$ cat src/rtl/traffic_light_monitor.sv
// traffic_light_monitor: lamp driver and protocol checker for the 2-bit
// light codes of roads A and B (00=R, 01=G, 10=Y, 11=illegal).
// Each road has its own sequence tracker; sticky error flags and a
// road-A cycle counter are kept at the top level. All outputs registered.
// Optional build macro: TLM_FAILSAFE_EN -- while any sticky error flag is
// set, both lamp outputs are forced to all-red (100).

// Per-road sequence tracker with yellow dwell counter. Emits single-cycle
// event strobes for the sampled code; the top level makes them sticky.
module traffic_light_tracker #(
  parameter int YMIN_CYC = 1,
  parameter int YCNT_W   = 8
) (
  input  logic       i_clk,
  input  logic       i_rstn,
  input  logic [1:0] code,
  output logic       code_ev,
  output logic       seq_ev,
  output logic       yshort_ev,
  output logic       done_ev
);
  typedef enum logic [1:0] {T_INIT, T_R, T_G, T_Y} trk_e;

  localparam logic [YCNT_W-1:0] YMIN_W = YCNT_W'(YMIN_CYC);
  localparam logic [YCNT_W-1:0] YMAX   = '1;

  trk_e              state, state_n;
  logic [YCNT_W-1:0] ycnt, ycnt_n;

  // State and yellow dwell registers
  always_ff @(posedge i_clk or negedge i_rstn) begin
    if (!i_rstn) begin
      state <= T_INIT;
      ycnt  <= '0;
    end else begin
      state <= state_n;
      ycnt  <= ycnt_n;
    end
  end

  // Next state follows the code; classify the move and update yellow dwell
  always_comb begin
    state_n   = T_INIT;
    ycnt_n    = '0;
    code_ev   = 1'b0;
    seq_ev    = 1'b0;
    yshort_ev = 1'b0;
    done_ev   = 1'b0;
    case (code)
      2'b00:   state_n = T_R;
      2'b01:   state_n = T_G;
      2'b10:   state_n = T_Y;
      default: begin
        state_n = T_INIT;
        code_ev = 1'b1;
      end
    endcase
    // T_INIT accepts anything; an illegal code already went to T_INIT above
    if (state != T_INIT && state_n != T_INIT) begin
      if ((state == T_G && state_n == T_R) ||
          (state == T_R && state_n == T_Y) ||
          (state == T_Y && state_n == T_G))
        seq_ev = 1'b1;
      if (state == T_Y && state_n == T_R) begin
        if (ycnt < YMIN_W) yshort_ev = 1'b1;
        else               done_ev   = 1'b1;
      end
    end
    if (state_n == T_Y) begin
      if (state != T_Y)       ycnt_n = YCNT_W'(1);
      else if (ycnt != YMAX)  ycnt_n = ycnt + 1'b1;
      else                    ycnt_n = ycnt;
    end
  end
endmodule

module traffic_light_monitor #(
  parameter int YMIN_CYC = 1,
  parameter int YCNT_W   = 8,
  parameter int CNT_W    = 16
) (
  input  logic             i_clk,
  input  logic             i_rstn,
  input  logic [1:0]       i_light_a,
  input  logic [1:0]       i_light_b,
  input  logic             i_clr,
  output logic [2:0]       o_lamp_a,
  output logic [2:0]       o_lamp_b,
  output logic             o_err_code,
  output logic             o_err_seq,
  output logic             o_err_conflict,
  output logic             o_err_yshort,
  output logic [CNT_W-1:0] o_cycle_cnt
);
  // index 0 = road A, index 1 = road B
  logic [1:0] code_ev, seq_ev, yshort_ev, done_ev;
  logic       conflict_ev;
  logic       err_code_n, err_seq_n, err_conflict_n, err_yshort_n;
  logic [2:0] lamp_a_n, lamp_b_n;
  logic       unused_b_done;

  assign unused_b_done = done_ev[1];

  traffic_light_tracker #(.YMIN_CYC(YMIN_CYC), .YCNT_W(YCNT_W)) u_trk [1:0] (
    .i_clk     (i_clk),
    .i_rstn    (i_rstn),
    .code      ({i_light_b, i_light_a}),
    .code_ev   (code_ev),
    .seq_ev    (seq_ev),
    .yshort_ev (yshort_ev),
    .done_ev   (done_ev)
  );

  function automatic logic [2:0] decode(input logic [1:0] c);
    case (c)
      2'b00:   decode = 3'b100;
      2'b01:   decode = 3'b001;
      2'b10:   decode = 3'b010;
      default: decode = 3'b000;
    endcase
  endfunction

  // Sticky flags: clear drops old state, a same-cycle event still sets it
  always_comb begin
    conflict_ev    = (i_light_a != 2'b00) && (i_light_b != 2'b00);
    err_code_n     = (o_err_code     & ~i_clr) | (|code_ev);
    err_seq_n      = (o_err_seq      & ~i_clr) | (|seq_ev);
    err_conflict_n = (o_err_conflict & ~i_clr) | conflict_ev;
    err_yshort_n   = (o_err_yshort   & ~i_clr) | (|yshort_ev);
`ifdef TLM_FAILSAFE_EN
    if (err_code_n | err_seq_n | err_conflict_n | err_yshort_n) begin
      lamp_a_n = 3'b100;
      lamp_b_n = 3'b100;
    end else begin
      lamp_a_n = decode(i_light_a);
      lamp_b_n = decode(i_light_b);
    end
`else
    lamp_a_n = decode(i_light_a);
    lamp_b_n = decode(i_light_b);
`endif
  end

  // Output registers
  always_ff @(posedge i_clk or negedge i_rstn) begin
    if (!i_rstn) begin
      o_lamp_a       <= '0;
      o_lamp_b       <= '0;
      o_err_code     <= 1'b0;
      o_err_seq      <= 1'b0;
      o_err_conflict <= 1'b0;
      o_err_yshort   <= 1'b0;
      o_cycle_cnt    <= '0;
    end else begin
      o_lamp_a       <= lamp_a_n;
      o_lamp_b       <= lamp_b_n;
      o_err_code     <= err_code_n;
      o_err_seq      <= err_seq_n;
      o_err_conflict <= err_conflict_n;
      o_err_yshort   <= err_yshort_n;
      if (done_ev[0]) o_cycle_cnt <= o_cycle_cnt + 1'b1;
    end
  end
endmodule

$ cat config.mk
export PLATFORM = sky130hd
export DESIGN_NAME = traffic_light_monitor
export DESIGN_NICKNAME = d
export VERILOG_FILES = /design/src/rtl/traffic_light_monitor.sv
export SDC_FILE = /design/constraint.sdc
export NUM_CORES = 1
export LEC_CHECK = 0
export ABC_AREA = 1
export BUFFER_PORTS_ARGS = -buffer_cell sky130_fd_sc_hd__buf_2
export CAP_MARGIN = 15
export CELL_PAD_IN_SITES_DETAIL_PLACEMENT = 1
export CELL_PAD_IN_SITES_GLOBAL_PLACEMENT = 1
export CORE_MARGIN = 2
export CORE_UTILIZATION = 43
export DETAILED_ROUTE_END_ITERATION = 6
export PLACE_DENSITY = 0.85
export SLEW_MARGIN = 10
export SYNTH_ARGS = -nofsm -noshare
export SYNTH_HDL_FRONTEND = slang
export SYNTH_SLANG_ARGS = --single-unit
$ cat constraint.sdc
create_clock -name i_clk -period 2.15 [get_ports i_clk]
set_clock_uncertainty 0.15 [all_clocks]
set_input_delay 0.215 -clock i_clk [delete_from_list [all_inputs] [get_ports i_clk]]
set_output_delay 0.215 -clock i_clk [all_outputs]
set_load 0.05 [all_outputs]
Word level (Yosys, flattened, before mapping)
Index checks and enable logic that the tools add are counted. W data, S select, Z words.

Memories kept: 0. ROM bits: 0. Bits in writable memories: 0. Bits in latches: 0. Flip-flop bits (word level): 46. Output and inout port bits: 26. Input bits: 7.

Equal/unequal tests: 22. Magnitude comparators: 2. $mul: 0. Muxes and demuxes: 25. Divide/modulo/power cells: 0. Shift operators: 0. Reduce and logical (&&, ||, !) cells: 28. Add/sub/neg operators: 3. Bitwise gates (word level): 9.

Operator list (count): $mux W8 (6); $eq A2 B2 Y1 const B (10); $pmux W3 S3 (2); $add A16 B1 Y16 const B (1); $add A8 B1 Y8 const B (2); $lt A8 B1 Y1 const B (2); $ne A8 B8 Y1 const B (2); $mux W1 (15); $eq A2 B1 Y1 const B (6); $pmux W2 S3 (2); $reduce_bool A2 Y1 (6); $logic_and A1 B1 Y1 (11); $ne A3 B3 Y1 const B (2); $reduce_or A2 Y1 (3); $reduce_or A3 Y1 (2); $and A1 B1 Y1 (4); $logic_not A2 Y1 (2); $logic_or A1 B1 Y1 (4); $ne A2 B2 Y1 const B (2); $or A1 B1 Y1 (4); $not A1 Y1 (1).

Logic depth before layout (Yosys ltp)
Depth in word-level cells: 10. Depth in mapped cells: 9. Gate-level depth less buffers: 8.

Hierarchy
A second synthesis with hierarchy kept.

Cells, all modules: 323. Area total of the unflattened synthesis: 2677.6 µm².

Modules (own cells, without submodules): traffic_light_monitor (seq. area each 650.6 µm², cells each 131, area each 1186.1 µm², times used 1); traffic_light_tracker (u_trk[0]) (seq. area each 250.2 µm², cells each 96, area each 773.2 µm², times used 1); traffic_light_tracker (u_trk[1]) (seq. area each 250.2 µm², cells each 96, area each 718.2 µm², times used 1).

Least setup slack after synthesis
No wires, ideal clock.

Kind: flip-flop to flip-flop. From: register o_cycle_cnt[0]. To: register o_cycle_cnt[14]. Buffers on the path: 0. Setup slack: 280 ps. Arrival time: 1602 ps. Required time: 1882 ps. Cell stages (with the launch flop): 9. Cell sequence: dfrtp_1 -> ha_1 -> nand3_1 -> nor2_1 -> nand3_1 -> nand2_1 -> nand2_1 -> nand2_1 -> nand2_1.

Longest elaborated chain between the ends: 1.

RTL lines: start, declared (RTL line 93) `output logic [CNT_W-1:0] o_cycle_cnt`; start signal, assigned (RTL line 161) `if (done_ev[0]) o_cycle_cnt <= o_cycle_cnt + 1'b1;`; $add A16 B1 Y16 (RTL line 161).

No other way between the ends. A chain may end at the register's enable or synchronous reset.

Worst setup path in the final report
From: register u_trk[0].ycnt[0]. To: register o_cycle_cnt[8].

Longest elaborated chain between the ends: 4.

RTL lines: start, declared (RTL line 28) `logic [YCNT_W-1:0] ycnt, ycnt_n;`; start signal, assigned (RTL line 37) `ycnt <= ycnt_n;`; $lt A8 B1 Y1 (RTL line 65) `if (ycnt < YMIN_W) yshort_ev = 1'b1;`; $mux W1 (RTL line 65); $mux W1 (RTL line 64) `if (state == T_Y && state_n == T_R) begin`; $mux W1 (RTL line 59) `if (state != T_INIT && state_n != T_INIT) begin`.

No other way between the ends.

==> flow_summary.yaml <==
run_status:
  status: "complete, no violations"
synth:
  postSynthRegisterBits: 46
  synth-seq-area-share_pct: 44.81
  synth-async-reset-ratio_pct: 100.0
  post_synth_main_area_contributors: "dfrtp_1, nand2_1, ha_1"
  syn_avg_cell_area_um2: 7.977
  syn_nets: 345
  synth_cells: 322
  post-synth-top-area-cell: "dfrtp_1"
  synth_cell_type_count: 26
  netlist.area_leader.share_pct: 44.81
  synth-main-ff-cell: "dfrtp_1"
  number_of_synthesis_warnings: 0
  synth-edff-count: 0
  synth_area_mm2: 0.002569
timing:
  post-route-period-util_pct: 84.13
  fin_hold_ws_ns: 0.06922
  worst-slew-pin-transition_ns: 0.5807
  period_minus_slack_ns: 1.809
  worst_slew_margin_rel_pct: 61.28
  hold_viol_final: 0
  finalWorstSetupSlack_ns: 0.3411
  final-setup-viol-count: 0
  rsz0062_at_grt: "false"
  fin_setup_tns_ns: 0
  max_freq_mhz: 552.8
  final-max-slew-violation-count: 0
hold_path:
  min_delay_worst_endpoint: "o_lamp_b[0]$_DFF_PN0_"
  min-delay-start: "i_light_b[0]"
  worstHoldPathType: "in -> reg"
  holdPathStages: 2
cts:
  cts_tree: "built"
  cts_root_buffer: "clkbuf_8"
  cts.sink_count: 46
  cts_buffers: 5
  cts_buffer_depth: 2
  ctsHoldBuffers: 1
  clk_latency_ns: 0.30
  cts.repair_timing.setup_buffer_count: 0
  clk_pin_slew_worst_paths_ns: 0.09
  cts_resized: 0
  htree_levels: 2
placed_design:
  buffer_ports.inserted: 32
  placed_cells_incl_taps: 428
  hpwlAfterDp_mm: 4.687
  detailedPlace.worstSlack_ns: 0.3163
  routability_congestion_estimate_from_global_placement: 0.7995
worst_setup_path:
  worst_setup_sp_type: "flop"
  worst-endpoint-arrival_ns: 1.85
  critPathRequiredTime_ns: 2.19
  worst_setup_path_end_kind: "flop"
  timing_worst_setup_path_type: "reg -> reg"
  path_delay_family: "compound AO/OA/AOI/OAI gates"
  count_of_buffer_and_inverter_cells_on_the_critical_path: 2
  timing.rr.start: "u_trk[0].ycnt[0]$_DFFE_PN0P_"
  timing.critical_path.fanout_max: 18
  slack_of_the_worst_reg_to_reg_path_ns: 0.34
  path_cells: "inv_1, ha_1, nand3_1, o21ai_4, inv_4, nand2_1, o21ai_0"
  critPathMaxStageDelay_ns: 0.41
  critPathSlowestCell: "dfrtp_1"
  ff2ff_path_depth: 7
  capture_point_of_the_worst_reg_to_reg_path: "o_cycle_cnt[8]$_DFFE_PN0P_"
routing:
  detail_route.vias_per_cell: 5.069
  routed_wire_length_per_instance_um: 13.95
  drt-initial-drc-count: 82
  drcViolationCount: 0
  drt_first_pass_iters: 4
  drt.antenna.violating_nets: 0
  finalWirelength_mm: 6.094
  num_vias: 2215
grt:
  initial_antenna_violation_count: 0
  global_route_usage_sum_pct: 20.36
  remaining_overflow_grt: 0
  grt_max_degree: 47
  grt_first_pass_wirelength_mm: 10.43
  grt_pass1_vias: 2278
job:
  cap_viol_max_count: 0
floorplan:
  die_h_um: 81.29
  coreArea_mm2: 0.005851
  fp-row-count: 28
  design.die.area_mm2: 0.006608
  floorplan.die.width_um: 81.29
  io_pins: 33
  initial_core_util_pct: 43.91
cells_and_area:
  inserted_diodes: 0
  syn2layout_area_growth_pct: 14.13
  num-nets-final: 384
  drive_above_1_share_pct: 15.19
  finalNonFillerCells: 437
power_and_ir_drop:
  power.density_mw_per_mm2: 752.7
  peakVddDrop_mv: 0.3197
  p_leak_uw: 0.001456
## Yosys cell counts, drive strengths merged, types with 3 or more instances
cell and instances:
nor2 36, nor3 5, nand4 9, a21oi 7, or2 3, xnor2 5
nand3 23, dfrtp 46, o21ai 27, inv 41, ha 16, nand2 92
xor2 3
## worst max-delay path by stage
stage                            startpoint                     endpoint  slack (ns)  depth (start not counted)
2_1_floorplan    o_cycle_cnt[0]$_DFFE_PN0P_  o_cycle_cnt[14]$_DFFE_PN0P_        0.28                          8
3_3_place_gp   u_trk[0].ycnt[0]$_DFFE_PN0P_   o_cycle_cnt[8]$_DFFE_PN0P_        0.40                          7
3_5_place_dp   u_trk[0].ycnt[0]$_DFFE_PN0P_   o_cycle_cnt[7]$_DFFE_PN0P_        0.32                          7
4_1_cts        u_trk[0].ycnt[0]$_DFFE_PN0P_   o_cycle_cnt[7]$_DFFE_PN0P_        0.30                          7
5_1_grt        u_trk[0].ycnt[0]$_DFFE_PN0P_   o_cycle_cnt[7]$_DFFE_PN0P_        0.19                          7
6_report       u_trk[0].ycnt[0]$_DFFE_PN0P_   o_cycle_cnt[8]$_DFFE_PN0P_        0.34                          7
## stage by stage
| stage | area (um^2) | util, % | total power (uW) |
|---|---|---|---|
| finish | 2932 | 50.11 | 2206 |
| global route | 2932 | 50.11 | 2321 |
| CTS | 2932 | 50.11 | 2239 |
| detailed placement | 2808 | 47.99 | 1575 |
| global placement | 2808 | 47.99 | 1550 |
| floorplan | 2569 | - | 1410 |
## final cells by class
type / count / area [um^2]
clock buffer: 5 / 68.82
clock inverter: 3 / 45.04
fill: 742 / 2919
inverter: 42 / 160.2
multi-input combinational: 232 / 1235
sequential: 46 / 1151
tap: 75 / 93.84
timing repair buffer: 34 / 177.7
## layout by cell type (no fill, tap or decap)
master,count
buf_4,1
inv_4,1
o21ai_4,1
xor2_1,3
dlygate4sd3_1,1
dfrtp_1,46
or2_2,3
a22oi_1,1
clkinv_1,1
o21ai_2,4
inv_1,40
nor3_4,1
buf_2,32
o21ai_0,20
nand3b_1,2
ha_1,16
xnor2_1,5
bufinv_16,1
clkbuf_8,5
o21ai_1,2
nand4_1,9
nand3_1,23
nor4_1,1
nor3_2,2
o221ai_1,2
nor3_1,2
a21oi_1,7
nor2_1,34
clkinvlp_4,2
nor2_2,2
nand2_1,92
## layer usage
| metal | vias up | track usage [%] | part of all wire [%] |
|---|---|---|---|
| li1 | 1108 | - | - |
| met1 | 1069 | 25.00 | 45 |
| met2 | 30 | 36.72 | 51 |
| met3 | 8 | 4.000 | 2.5 |
| met4 | 0 | 4.576 | 1.0 |
| met5 | - | 0 | 0 |
## where the power goes
group / switching (uW) / leakage, uW / total [uW] / internal (uW)
Sequential: 77.9 / 0.000591 / 1010 / 931
Clock: 310 / 0.0000504 / 656 / 346
Combinational: 405 / 0.000815 / 541 / 136
Total: 793 / 0.00146 / 2210 / 1410
## registers in the layout (all words and copies together) (netlist names)
register	count
o_cycle_cnt	16
u_trk.ycnt	16
u_trk.state	4
o_lamp_a	3
o_lamp_b	3
o_err_code	1
o_err_conflict	1
o_err_seq	1
o_err_yshort	1
## logic make-up after synthesis
logic type	after synthesis	synth area share (%)
adder cells (fa/ha/maj)	16	7.793
XOR/XNOR	8	2.728
buffers and inverters	44	7.111
flip-flops	46	44.81
AO/OA/AOI/OAI	37	8.622
AND/OR/NAND/NOR	171	28.93
(Power assumes the default switching activity.)
